File: config.mk
export PLATFORM = sky130hd
export DESIGN_NAME = neuron_scheduler
export DESIGN_NICKNAME = d
export VERILOG_FILES = /design/src/rtl/neuron_sched_pkg.sv /design/src/rtl/neuron_slot_regs.sv /design/src/rtl/neuron_scheduler.sv
export SDC_FILE = /design/constraint.sdc
export NUM_CORES = 1
export LEC_CHECK = 0
export CORE_UTILIZATION = 49
export DETAILED_ROUTE_END_ITERATION = 6
export PLACE_DENSITY = 0.74
export SLEW_MARGIN = 20
export SYNTH_ARGS = -nofsm -noshare
export SYNTH_HDL_FRONTEND = slang
export SYNTH_SLANG_ARGS = --single-unit
File: constraint.sdc
create_clock -name clk -period 2 [get_ports clk]
set_clock_uncertainty 0.05 [all_clocks]
set_input_delay 0.5 -clock clk [delete_from_list [all_inputs] [get_ports clk]]
set_output_delay 0.5 -clock clk [all_outputs]
set_load 0.03 [all_outputs]
File: src/rtl/neuron_sched_pkg.sv
// Shared types and constants for the neuron scheduler: FSM states, config field codes and
// per-slot reset values.
package neuron_sched_pkg;

    typedef enum logic [1:0] {IDLE, RUN, DONE} state_t;

    localparam logic [1:0] F_W     = 2'd0;
    localparam logic [1:0] F_SHIFT = 2'd1;
    localparam logic [1:0] F_TETA  = 2'd2;
    localparam logic [1:0] F_CLR   = 2'd3;

    localparam int unsigned W_RST     = 1;
    localparam int unsigned SHIFT_RST = 1;
    localparam int unsigned TETA_RST  = 5;

endpackage

File: src/rtl/neuron_slot_regs.sv
// Per-slot neuron configuration and state registers with config and sweep write ports.
// Optional per-slot saturating spike counters when SPIKE_COUNT_EN is defined.
module neuron_slot_regs
    import neuron_sched_pkg::*;
#(
    parameter int unsigned INPUTS      = 4,
    parameter int unsigned U_W         = 4,
    parameter int unsigned NUM_NEURONS = 4,
    parameter int unsigned IDX_W       = 2
) (
    input  logic              clk,
    input  logic              rst_n,
    input  logic              cfg_we,
    input  logic [IDX_W-1:0]  cfg_slot,
    input  logic [1:0]        cfg_field,
    input  logic [7:0]        cfg_data,
    input  logic              st_we,
    input  logic [IDX_W-1:0]  st_idx,
    input  logic [U_W-1:0]    st_u,
    input  logic              st_spike,
    input  logic [IDX_W-1:0]  rd_idx,
    output logic [INPUTS-1:0] rd_w,
    output logic [2:0]        rd_shift,
    output logic [U_W-1:0]    rd_teta,
    output logic [U_W-1:0]    rd_u,
    output logic              rd_was_spike
`ifdef SPIKE_COUNT_EN
    ,
    input  logic [IDX_W-1:0]  cnt_sel,
    output logic [7:0]        cnt_data
`endif
);

    logic [INPUTS-1:0] w_q     [NUM_NEURONS];
    logic [2:0]        shift_q [NUM_NEURONS];
    logic [U_W-1:0]    teta_q  [NUM_NEURONS];
    logic [U_W-1:0]    u_q     [NUM_NEURONS];
    logic              ws_q    [NUM_NEURONS];
`ifdef SPIKE_COUNT_EN
    logic [7:0]        cnt_q   [NUM_NEURONS];
`endif

    // Upper data bits beyond each field width are intentionally dropped.
    logic unused_cfg_data;
    assign unused_cfg_data = ^cfg_data;

    always_ff @(posedge clk or negedge rst_n) begin
        if (!rst_n) begin
            for (int i = 0; i < NUM_NEURONS; i++) begin
                w_q[i]     <= INPUTS'(W_RST);
                shift_q[i] <= 3'(SHIFT_RST);
                teta_q[i]  <= U_W'(TETA_RST);
                u_q[i]     <= '0;
                ws_q[i]    <= 1'b0;
`ifdef SPIKE_COUNT_EN
                cnt_q[i]   <= 8'd0;
`endif
            end
        end else begin
            for (int i = 0; i < NUM_NEURONS; i++) begin
                if (cfg_we && cfg_slot == IDX_W'(i)) begin
                    unique case (cfg_field)
                        F_W:     w_q[i]     <= INPUTS'(cfg_data);
                        F_SHIFT: shift_q[i] <= cfg_data[2:0];
                        F_TETA:  teta_q[i]  <= U_W'(cfg_data);
                        F_CLR: begin
                            u_q[i]  <= '0;
                            ws_q[i] <= 1'b0;
`ifdef SPIKE_COUNT_EN
                            cnt_q[i] <= 8'd0;
`endif
                        end
                    endcase
                end
                if (st_we && st_idx == IDX_W'(i)) begin
                    u_q[i]  <= st_u;
                    ws_q[i] <= st_spike;
`ifdef SPIKE_COUNT_EN
                    if (st_spike && cnt_q[i] != 8'hFF) cnt_q[i] <= cnt_q[i] + 8'd1;
`endif
                end
            end
        end
    end

    assign rd_w         = w_q[rd_idx];
    assign rd_shift     = shift_q[rd_idx];
    assign rd_teta      = teta_q[rd_idx];
    assign rd_u         = u_q[rd_idx];
    assign rd_was_spike = ws_q[rd_idx];
`ifdef SPIKE_COUNT_EN
    assign cnt_data     = cnt_q[cnt_sel];
`endif

endmodule

File: src/rtl/neuron_scheduler.sv
// Time-multiplexes one LIF neuron datapath across NUM_NEURONS virtual slots per timestep.
// Define SPIKE_COUNT_EN to add per-slot saturating spike counters (cnt_sel/cnt_data).
module neuron_scheduler
    import neuron_sched_pkg::*;
#(
    parameter int unsigned N_STAGES    = 2,
    parameter int unsigned INPUTS      = 2 ** N_STAGES,
    parameter int unsigned U_W         = N_STAGES + 2,
    parameter int unsigned NUM_NEURONS = 4,
    parameter int unsigned IDX_W       = $clog2(NUM_NEURONS)
) (
    input  logic                   clk,
    input  logic                   rst_n,
    input  logic                   cfg_valid,
    output logic                   cfg_ready,
    input  logic [IDX_W+1:0]       cfg_addr,
    input  logic [7:0]             cfg_data,
    input  logic                   step_valid,
    output logic                   step_ready,
    input  logic [INPUTS-1:0]      step_x,
    output logic [INPUTS-1:0]      nrn_w,
    output logic [INPUTS-1:0]      nrn_x,
    output logic [2:0]             nrn_shift,
    output logic [U_W-1:0]         nrn_prev_u,
    output logic [U_W-1:0]         nrn_minus_teta,
    output logic                   nrn_was_spike,
    input  logic [U_W-1:0]         nrn_u_out,
    input  logic                   nrn_is_spike,
    output logic [NUM_NEURONS-1:0] spikes_out,
    output logic                   spikes_valid,
    output logic                   busy
`ifdef SPIKE_COUNT_EN
    ,
    input  logic [IDX_W-1:0]       cnt_sel,
    output logic [7:0]             cnt_data
`endif
);

    state_t                 state_q;
    logic [IDX_W-1:0]       idx_q;
    logic [INPUTS-1:0]      x_q;
    logic [NUM_NEURONS-1:0] spk_acc_q;
    logic [NUM_NEURONS-1:0] spk_acc_d;
    logic                   last_slot;

    assign cfg_ready  = (state_q == IDLE);
    assign step_ready = (state_q == IDLE) && !cfg_valid;
    assign last_slot  = (idx_q == IDX_W'(NUM_NEURONS - 1));
    assign nrn_x      = x_q;

    // Merge the current slot's result so the final edge can publish the full vector.
    always_comb begin
        spk_acc_d        = spk_acc_q;
        spk_acc_d[idx_q] = nrn_is_spike;
    end

    always_ff @(posedge clk or negedge rst_n) begin
        if (!rst_n) begin
            state_q      <= IDLE;
            idx_q        <= '0;
            x_q          <= '0;
            spk_acc_q    <= '0;
            spikes_out   <= '0;
            spikes_valid <= 1'b0;
            busy         <= 1'b0;
        end else begin
            case (state_q)
                IDLE: begin
                    if (step_valid && step_ready) begin
                        x_q     <= step_x;
                        idx_q   <= '0;
                        state_q <= RUN;
                        busy    <= 1'b1;
                    end
                end
                RUN: begin
                    spk_acc_q <= spk_acc_d;
                    idx_q     <= idx_q + IDX_W'(1);
                    if (last_slot) begin
                        state_q      <= DONE;
                        spikes_out   <= spk_acc_d;
                        spikes_valid <= 1'b1;
                    end
                end
                DONE: begin
                    state_q      <= IDLE;
                    spikes_valid <= 1'b0;
                    busy         <= 1'b0;
                end
                default: state_q <= IDLE;
            endcase
        end
    end

    neuron_slot_regs #(
        .INPUTS      (INPUTS),
        .U_W         (U_W),
        .NUM_NEURONS (NUM_NEURONS),
        .IDX_W       (IDX_W)
    ) u_slot_regs (
        .clk          (clk),
        .rst_n        (rst_n),
        .cfg_we       (cfg_valid && cfg_ready),
        .cfg_slot     (cfg_addr[IDX_W+1:2]),
        .cfg_field    (cfg_addr[1:0]),
        .cfg_data     (cfg_data),
        .st_we        (state_q == RUN),
        .st_idx       (idx_q),
        .st_u         (nrn_u_out),
        .st_spike     (nrn_is_spike),
        .rd_idx       (idx_q),
        .rd_w         (nrn_w),
        .rd_shift     (nrn_shift),
        .rd_teta      (nrn_minus_teta),
        .rd_u         (nrn_prev_u),
        .rd_was_spike (nrn_was_spike)
`ifdef SPIKE_COUNT_EN
        ,
        .cnt_sel      (cnt_sel),
        .cnt_data     (cnt_data)
`endif
    );

endmodule

## Word-level counts from Yosys, hierarchy flattened

Index checks and enable logic that the tools add are counted.

- Logic and storage cells: 140
- Output and inout port bits: 28
- Latch bits: 0
- Memories: 0
- RAM bits: 0
- Memory bits (read-only): 0
- Register bits after elaboration: 82

- Magnitude comparators: 3
- Divide/modulo/power cells: 0
- Bitwise operators: 1
- Add/sub/neg operators: 1
- Shifts and indexed selects: 0
- Equality and inequality tests: 13
- $mul: 0
- Muxes and demuxes: 45
- Reductions and logical operators: 50

Operator list:

| cell | number |
|---|---|
| two-way mux 4 bit | 15 |
| AND reduction 2 bit | 22 |
| binary-select mux 4 bit (select 2 bit) | 3 |
| nonzero test 2 bit | 11 |
| == test 2 bit (second input constant) | 7 |
| two-way mux 1 bit | 14 |
| logical AND 1 bit | 12 |
| == test 2 x 1 -> 1 bit (second input constant) | 4 |
| logical NOT 2 bit | 4 |
| one-hot mux 2 bit (2 select lines) | 2 |
| binary-select mux 3 bit (select 2 bit) | 1 |
| two-way mux 2 bit | 3 |
| two-way mux 3 bit | 2 |
| bitwise mux 4 bit | 1 |
| one-hot mux 1 bit (2 select lines) | 2 |
| greater-or-equal comparator 3 bit (second input constant) | 1 |
| < comparator 2 x 3 -> 1 bit (second input constant) | 1 |
| NOT 2 -> 3 bit | 1 |
| adder 2 x 1 -> 2 bit (second input constant) | 1 |
| binary-select mux 1 bit (select 2 bit) | 1 |
| demux 1 bit (select 2 bit) | 1 |
| greater-or-equal comparator 2 x 1 -> 1 bit (second input constant) | 1 |
| inequality test 2 x 1 -> 1 bit (second input constant) | 1 |
| inequality test 2 bit (second input constant) | 1 |
| logical NOT 1 bit | 1 |

## Depth between registers and ports, before layout

- Depth after elaboration: 5
- Gate-level depth with buffers: 7

## Modules after synthesis

From an unflattened synthesis, not the netlist that was laid out.

- Cell total of the unflattened synthesis: 283
- Area, all modules: 3,746.1 µm²

Modules (own cells, without submodules):

| module | seq. area each (µm²) | cells each | instances | area an instance (µm²) |
|---|---|---|---|---|
| neuron_slot_regs | 1,621.6 | 220 | 1 | 2,976.6 |
| neuron_scheduler | 425.4 | 63 | 1 | 769.5 |

## Worst setup path before layout

No wires, ideal clock.

- Path type: register to output
- From: reg idx_q[0]
- To: out nrn_minus_teta[2]
- Arrival time: 1.564 ns
- Required time: 1.450 ns
- Path slack: -0.114 ns
- Cell stages (with the launch flop): 4
- Path through: dfrtp_1 -> buf_2 -> buf_2 -> mux4_2

- Word-level cells in the longest chain between the ends: 4

Ends and longest elaborated chain:

| element | RTL line | text |
|---|---|---|
| start, declared | neuron_scheduler.sv:40 | `logic [IDX_W-1:0] idx_q;` |
| start signal, assigned | neuron_scheduler.sv:78 | `idx_q <= idx_q + IDX_W'(1);` |
| NOT 2 -> 3 bit (implied by the code) | neuron_slot_regs.sv:88 | `assign rd_teta = teta_q[rd_idx];` |
| binary-select mux 4 bit (select 2 bit) | neuron_slot_regs.sv:88 |  |
| two-way mux 4 bit (implied by the code) (2 in series) | neuron_slot_regs.sv:88 |  |
| end, declared | neuron_scheduler.sv:25 | `output logic [U_W-1:0] nrn_minus_teta,` |

No other way between the ends. The select of a mux whose other input is x is not followed.

## Final worst setup path

- From: reg idx_q[0]
- To: out nrn_minus_teta[0]

Same word-level chain as after synthesis.

==> flow_summary_export.csv <==
group,metric,value,unit
status,status,"complete, but fails checks",
status,violations,"setup timing",
setup_path,critical_path_class,"register to output port",
logic_synthesis,yosysUniqueCellTypes,27,
global_routing,grt_pass1_wl,13.42,mm
placed_design,gp_congestion,0.7806,
setup_path,crit_path_max_incr_delay,0.50,ns
logic_synthesis,seq_area_frac_synth,0.5492,
cells_and_area,nFillCells,595,
timing,slew_headroom,0.6913,
die,core_area,7292,sq um
logic_synthesis,synth_seq_cells,81,
logic_synthesis,netlist_top_cells_area,"dfrtp_1, mux2_2, dfstp_2",
die,die_h,89.22,um
timing,whs,0.004013,ns
timing,worst_slew_pin_slew,0.4615,ns
setup_path,cp_top_family,"multiplexers",
logic_synthesis,synth_top_area_frac,0.4364,
drt,first_pass_iters,4,
clock_network,clock-root-buffer,"clkbuf_8",
logic_synthesis,yosys_most_used_dff,"dfrtp_1",
timing,fmax,440.5,MHz
global_routing,grt_util_all_layers,0.2331,
logic_synthesis,synth.most_common_cell,"dfrtp_1",
drt,avgRoutedWirePerCell,17.42,um
logic_synthesis,yosys_warnings,0,
logic_synthesis,synth_edf_count,0,
timing,setup_slack,-0.2703,ns
clock_network,worstSkewPairLatency,0.35,ns
timing,rsz0062_at_grt,"true",
die,ios,53,
timing,hold_viol,0,
drt,drc,0,
logic_synthesis,synth_area,3727,sq um
clock_network,cts_made_buffers,9,
die,rows,31,
setup_path,cp_max_fo,5,
power,leakage,2.121,nW
logic_synthesis,synthesis.nets,323,
timing,setup_violations,16,
global_routing,overflow,0,
timing,final.period_utilization,1.135,
setup_path,crit_path_start_kind,"register",
cells_and_area,area_growth,28.06,%
drt,detail-route-antenna-nets,0,
setup_path,worst_ep_required_time,1.45,ns
logic_synthesis,synth.avg_cell_area,12.68,sq um
global_routing,grt_pass1_vias,2674,
setup_path,slowest_stage,"mux4_2",
cells_and_area,fin_util,0.6546,
power,powerDensity,1733,nW/um^2
timing,min_period,2.270,ns
drt,vias_per_cell,5.356,
timing,final-max-slew-violation-count,0,
power,peakVddDrop,1023,uV
global_routing,grt_max_degree,56,
hold_path,min_path_type,"primary input to asynchronous set/reset pin",
placed_design,dpl.hpwl,5.792,mm
drt,routed_wl,8.222,mm
clock_network,cts.sinks,81,
clock_network,cts_tree,"yes",
clock_network,path_clk_slew,0.08,ns
logic_synthesis,async_flop_share,1.000,
cells_and_area,final_nets,397,
setup_path,worstPathCellList,"buf_6 -> buf_6 -> mux4_2 -> buf_6",
setup_path,endpoint_kind,"output port",
die,start_util,0.5112,
cells_and_area,drive_gt1_frac,0.3995,
setup_path,crit_top_cell,"buf_6",
setup_path,worst-path-buf-inv,3,
die,die_w,89.22,um
setup_path,arrival,1.72,ns
cells_and_area,diodes,0,
placed_design,io_buffers,48,
logic_synthesis,synth_top_area_cell,"dfrtp_1",
run,cap_viol_max_count,0,
drt,drt-initial-drc-count,74,
logic_synthesis,syn-instance-count,294,
clock_network,cts_max_level,3,
global_routing,antenna_found_initial,0,
placed_design,dp_worst_setup_slack,-0.5816,ns
drt,vias,2528,
clock_network,cts_buffer_depth,2,
die,dieArea,7959,sq um
logic_synthesis,synthTopCellsByCount,"dfrtp_1, nand2_1, mux2_2, o21ai_0",
[stage by stage]
stage          std cells  setup TNS [ns]  power, W  area (sq um)
4_1_cts              472          -3.617  0.008362          4776
3_3_place_gp         454          -18.67  0.006649          4493
5_1_grt              472          -3.658  0.008758          4773
3_5_place_dp         454          -19.63  0.006791          4493
2_1_floorplan        294        -0.08603  0.005357          3734
6_report             472          -2.845  0.008272          4773
[worst reg2reg max path, stage by stage, from the launching register on]
cell,delay [ns]
dfrtp_1,0.39
or4b_4,0.56
or4b_4,0.55
mux2_4,0.32
[layout by cell type, fill, tap and decap left out, types with 2 or more instances in the layout]
cell type	count
and3b_1	3
clkdlybuf4s50_1	26
mux4_2	16
buf_6	18
bufinv_16	2
nand2_1	58
dfstp_2	16
buf_4	27
buf_12	3
nor2_1	8
nand3b_1	6
mux2_4	4
or4b_4	2
mux2_2	44
dfrtp_1	64
inv_1	5
clkbuf_8	10
mux2i_1	3
nor3_1	4
nand3_1	5
ha_1	4
dlygate4sd2_1	2
o21ai_0	28
clkinv_2	2
[where the power goes]
group / switching, W / internal, W / total, W
Sequential: 0.000417 / 0.00251 / 0.00293
Clock: 0.000598 / 0.000736 / 0.00133
Combinational: 0.00201 / 0.00200 / 0.00401
[worst paths after layout]
| kind | cells past startpoint | startpoint | end | slack [ns] |
|---|---|---|---|---|
| max | 4 | idx_q[0] | nrn_minus_teta[0] | -0.27 |
| min | 1 | rst_n | spikes_out[1] | 0.004 |
| max reg2reg | 3 | state_q[0] | u_slot_regs.w_q[9] | 0.03 |
| min reg2reg | 2 | spk_acc_q[1] | spk_acc_q[1] | 0.43 |
| max in group asynchronous | 2 | rst_n | u_slot_regs.teta_q[4] | 1.24 |
| min in group clk | 2 | spk_acc_q[1] | spk_acc_q[1] | 0.43 |
[layer usage]
| layer | vias to the layer above | share of wire | wire length [um] | GRT usage |
|---|---|---|---|---|
| met2 | 69 | 0.51 | 4194 | 0.3845 |
| met1 | 1261 | 0.43 | 3522 | 0.2972 |
| met5 | - | 0 | 0 | 0 |
| met3 | 10 | 0.048 | 392 | 0.05540 |
| li1 | 1188 | - | - | - |
| met4 | 0 | 0.014 | 112 | 0.09668 |
[cell type report]
class	count	area (sq um)	area share
clock buffers	11	141.4	0.02962
multi-input cells	193	1602	0.3355
flip-flops and latches	81	2048	0.4291
inverters	5	18.77	0.003932
well taps	99	123.9	0.02595
repair buffers	78	760.7	0.1594
clock inverters	5	78.83	0.01651
[repair_timing]
action / in CTS / in global routing
gates resized for setup: 113 / 4
hold buffers: 0 / 0
pin swaps: 2 / 2
setup buffers: 1 / 1
cloned: 1 / 0
endpoints found under the setup margin: 28 / 25
[registers in the layout, summed over array words and instances (netlist names)]
signal / count
u_slot_regs.w_q: 16
nrn_x: 4
idx_q: 2
u_slot_regs.u_q: 16
busy: 1
spk_acc_q: 3
spikes_valid: 1
spikes_out: 4
u_slot_regs.shift_q: 12
u_slot_regs.ws_q: 4
u_slot_regs.teta_q: 16
state_q: 2
[cells by family (layout without fill, tap and decap cells)]
logic type	count (synthesis)	after routing	synth area share
AOI/OAI and AO/OA	29	29	0.03894
adders and majority gates	4	4	0.01343
and+or+nand+nor	93	93	0.1219
DFF	81	81	0.5492
buffers and inverters	20	99	0.02283
muxes	67	67	0.2538
Note: power is estimated with default switching activity, not from simulation.
==> variant 1 (config.mk and constraints unchanged) <==
Reset style: synchronous (`rst_n`), changed in 2 clocked blocks.
--- a/src/rtl/neuron_slot_regs.sv
+++ b/src/rtl/neuron_slot_regs.sv
@@ -46,3 +46,3 @@
 
-    always_ff @(posedge clk or negedge rst_n) begin
+    always_ff @(posedge clk) begin
         if (!rst_n) begin
--- a/src/rtl/neuron_scheduler.sv
+++ b/src/rtl/neuron_scheduler.sv
@@ -56,3 +56,3 @@
 
-    always_ff @(posedge clk or negedge rst_n) begin
+    always_ff @(posedge clk) begin
         if (!rst_n) begin
Check against the original RTL: differs if rst_n is asserted again (counterexample within 4 cycles, from zero or initial values and one cycle with rst_n low); with rst_n held inactive, the same outputs for 10 cycles.
==> variant 1 against the original RTL <==
- the flow still finishes with violations (setup timing)
- non-clock buffer count is 20 higher
- sequential cell count is 2 higher
- area after synthesis increased by 1.8%
- critical path depth shrank 1
- cell area is 4.2% higher
- setup slack better by 0.17 ns
- global-route usage is 2.6 points lower
- routed wire length down 5.6%
- critical path type unchanged
Power is not compared: it rests on default switching activity, and its combinational part moved more than twofold at a synthesized area within 25%.
==> variant 1: results <==
export IMPL_run_status="finished with violations"
export IMPL_violations="setup timing"
export IMPL_routed_wl_met3_um=437
export IMPL_slew_headroom_pct=75.7
export IMPL_track_usage_pct=20.7
export IMPL_synth_edff_count=61
export IMPL_ys_types=42
export IMPL_vias_per_cell=5.31
export IMPL_seq_area_frac_synth_pct=59.9
export IMPL_grt_util_met3_pct=4.91
export IMPL_initialDrtViolationCount=190
export IMPL_arrival_ns=1.55
export IMPL_setup_viol=15
export IMPL_grt_max_degree=19
export IMPL_met1Wirelength_um=3360
export IMPL_wl_per_cell_um=15.7
export IMPL_placed_cell_area_um2=4650
export IMPL_grtUsageMet2_pct=35.2
export IMPL_nets=418
export IMPL_setup_slack_ns=-0.100
export IMPL_ys_flop_type="edfxtp_1"
export IMPL_grt_pass1_vias=2670
export IMPL_met2WireLength_um=3860
export IMPL_vias=2619
export IMPL_synth_common_cells="61 x edfxtp_1, 43 x nor2_1, 30 x nand2_1, 22 x dfxtp_1, 19 x and2_1"
export IMPL_fin_hold_ws_ns=0.420
export IMPL_place_ws_ns=-0.274
export IMPL_r2r_slack_ns=0.27
export IMPL_synth_fp_nets=328
export IMPL_setup_tns_ns=-1.33
export IMPL_dpl_hpwl_um=5700
export IMPL_avgSynthCellArea_um2=12.7
export IMPL_drive_gt1_share_pct=27.9
export IMPL_grt_pass1_wl_um=12900
variant 1: cell types whose count changed after synthesis, sizes merged, moves of 12 or more:
cell    before  now
o21ai       28   16
dfstp       16    0
dfxtp        0   22
dfrtp       65    0
and2         0   19
mux2        48    0
nand2       58   32
nor2         8   43
edfxtp       0   61
variant 1: kinds of logic (layout without fill, tap and decap cells):
group / after synthesis / in the layout
adder cells (fa/ha/maj): 4 / 4
flip-flops: 83 / 83
AO/OA/AOI/OAI: 30 / 30
multiplexers: 22 / 22
AND/OR/NAND/NOR: 137 / 137
buffers and inverters: 23 / 118
variant 1: timing repair:
item	in CTS	in global routing
setup endpoints to repair	18	21
gates cloned	1	0
buffers inserted	4	0
resized for setup	112	12
variant 1: cell type report:
cell class	instances	area (µm²)
Multi-Input combinational cell	193	1420
Inverter	4	15.0
Tap cell	99	124
Clock buffer	12	155
Timing Repair Buffer	98	906
Clock inverter	4	73.8
Fill cell	551	2400
Sequential cell	83	2280
==> variant 2 (same settings) <==
Made on the original files. `N_STAGES`: 2 -> 1.
--- a/src/rtl/neuron_scheduler.sv
+++ b/src/rtl/neuron_scheduler.sv
@@ -5,3 +5,3 @@
 #(
-    parameter int unsigned N_STAGES    = 2,
+    parameter int unsigned N_STAGES    = 1,
     parameter int unsigned INPUTS      = 2 ** N_STAGES,
Interface: changed (6 resized); port bits go from 53 to 44. The function was not compared with the original's and may differ.
==> variant 2 against the original RTL <==
- the flow still finishes with violations (setup timing)
- sequential cell count decreased by 18
- highest routed layer unchanged
- area after synthesis decreased by 20%
- setup slack improved by 0.13 ns
- routed wire length decreased by 25%
- critical endpoint is now nrn_minus_teta[1]
- largest power group unchanged
- core utilization increased by 0.31 points
- cell area decreased by 19%
- maximum frequency increased by 5.9%
- critical path type unchanged
- register-to-register slack got worse by 0.03 ns
- power decreased by 20%
==> variant 2: results <==
export IMPL_place_congestion=0.772
export IMPL_antenna_found_initial=0
export IMPL_synthTopCellsByArea="dfrtp_1 40%, dfstp_2 14%, mux2_2 12%"
export IMPL_run_status="finished with violations"
export IMPL_synth_common_cells="47 x dfrtp_1, 46 x nand2_1, 31 x mux2_2, 21 x o21ai_0, 16 x dfstp_2"
export IMPL_track_usage_pct=22.5
export IMPL_drive_gt1_share_pct=41.3
export IMPL_vias_per_cell=5.39
export IMPL_clk_pin_slew_ns=0.07
export IMPL_crit_fanout=8
export IMPL_arrival_ns=1.59
export IMPL_nets=333
export IMPL_violations="setup timing"
export IMPL_portBuffers=38
export IMPL_reg_top3="u_slot_regs.shift_q x12, u_slot_regs.teta_q x12, u_slot_regs.u_q x12"
export IMPL_synth_fp_nets=269
export IMPL_grt_pass1_wl_um=10500
export IMPL_setup_slack_ns=-0.144
export IMPL_dpl_hpwl_um=4410
export IMPL_worst_pin_slew_ns=0.447
export IMPL_setup_viol=13
export IMPL_wl_per_cell_um=16.0
export IMPL_grt_pass1_vias=2129
export IMPL_seq_area_frac_synth_pct=53.7
export IMPL_grt_max_degree=64
export IMPL_placed_cell_area_um2=3620
export IMPL_initialDrtViolationCount=103
export IMPL_p_leak_nw=1.72
export IMPL_ir_worst_vdd_mv=1.15
variant 2: cell types whose count changed after synthesis, sizes merged, moves of 2 or more:
cell	change
dfrtp	-18
mux2	-13
nand2	-12
o21ai	-7
mux4	-4
nand3	-3
nor2	+3
a21oi	+2
or4b	+2
variant 2: repair_timing:
action | CTS | global route
resized for setup | 76 | 17
setup buffers | 1 | 0
pin swaps | 1 | 1
gates cloned | 0 | 0
setup endpoints to repair | 34 | 26
variant 2: final timing paths:
| path | from | end | slack (ns) | cells past startpoint |
|---|---|---|---|---|
| hold reg to reg | spk_acc_q[2] | spk_acc_q[2] | 0.43 | 2 |
| setup reg to reg | state_q[1] | u_slot_regs.w_q[3] | 0 | 3 |
| max in group asynchronous | rst_n | u_slot_regs.teta_q[11] | 1.46 | 2 |
| setup / recovery | idx_q[0] | nrn_minus_teta[1] | -0.14 | 3 |
| hold / removal | rst_n | u_slot_regs.u_q[1] | 0.10 | 2 |
| min in group clk | spk_acc_q[2] | spk_acc_q[2] | 0.43 | 2 |
variant 2: cells by family (layout without fill, tap and decap cells):
group | count (synthesis) | count (layout) | share of synthesized area, %
compound gates | 25 | 25 | 4.33
fa+ha+maj | 4 | 4 | 1.68
buf+inv | 17 | 86 | 2.40
flops | 63 | 63 | 53.7
mux | 50 | 50 | 23.4
simple gates | 84 | 84 | 14.5
variant 2: metal layers:
metal / track usage [%] / up-vias / routed length, µm
met2: 37.6 / 35 / 3200
li1: - / 994 / -
met4: 7.32 / 0 / 60
met1: 28.8 / 1052 / 2760
met3: 5.14 / 6 / 161
met5: 0 / - / 0
variant 2: report_power, final:
part | internal, mW | total [mW] | leakage [nW] | switching, mW
logic | 1.62 | 3.22 | 0.867 | 1.60
clock network | 0.643 | 1.12 | 0.0996 | 0.473
registers | 1.98 | 2.32 | 0.748 | 0.335
total | 4.25 | 6.66 | 1.72 | 2.41
variant 2: stage by stage:
stage / util [%] / cells / hold slack (ns) / setup slack [ns] / TNS, ns
after floorplan: - / 243 / 0.154 / 0.000802 / 0
after global placement: 61.5 / 370 / 0.412 / -0.500 / -14.28
after detailed placement: 61.5 / 370 / 0.412 / -0.530 / -15.96
after CTS: 65.0 / 387 / 0.121 / -0.176 / -1.61
after global routing: 65.8 / 387 / 0.138 / -0.219 / -2.27
final: 65.8 / 387 / 0.102 / -0.144 / -1.37
variant 2: critical path: stages, from the launching register on:
cell	delay (ns)
dfrtp_1	0.40
buf_12	0.16
mux4_2	0.53
buf_6	0.16
variant 2: cell type report:
class / count / area [µm²]
Clock inverter: 3 / 42.5
Fill cell: 449 / 2010
Tap cell: 75 / 93.8
Multi-Input combinational cell: 163 / 1330
Timing Repair Buffer: 66 / 631
Clock buffer: 13 / 159
Sequential cell: 63 / 1600
Inverter: 4 / 15.0
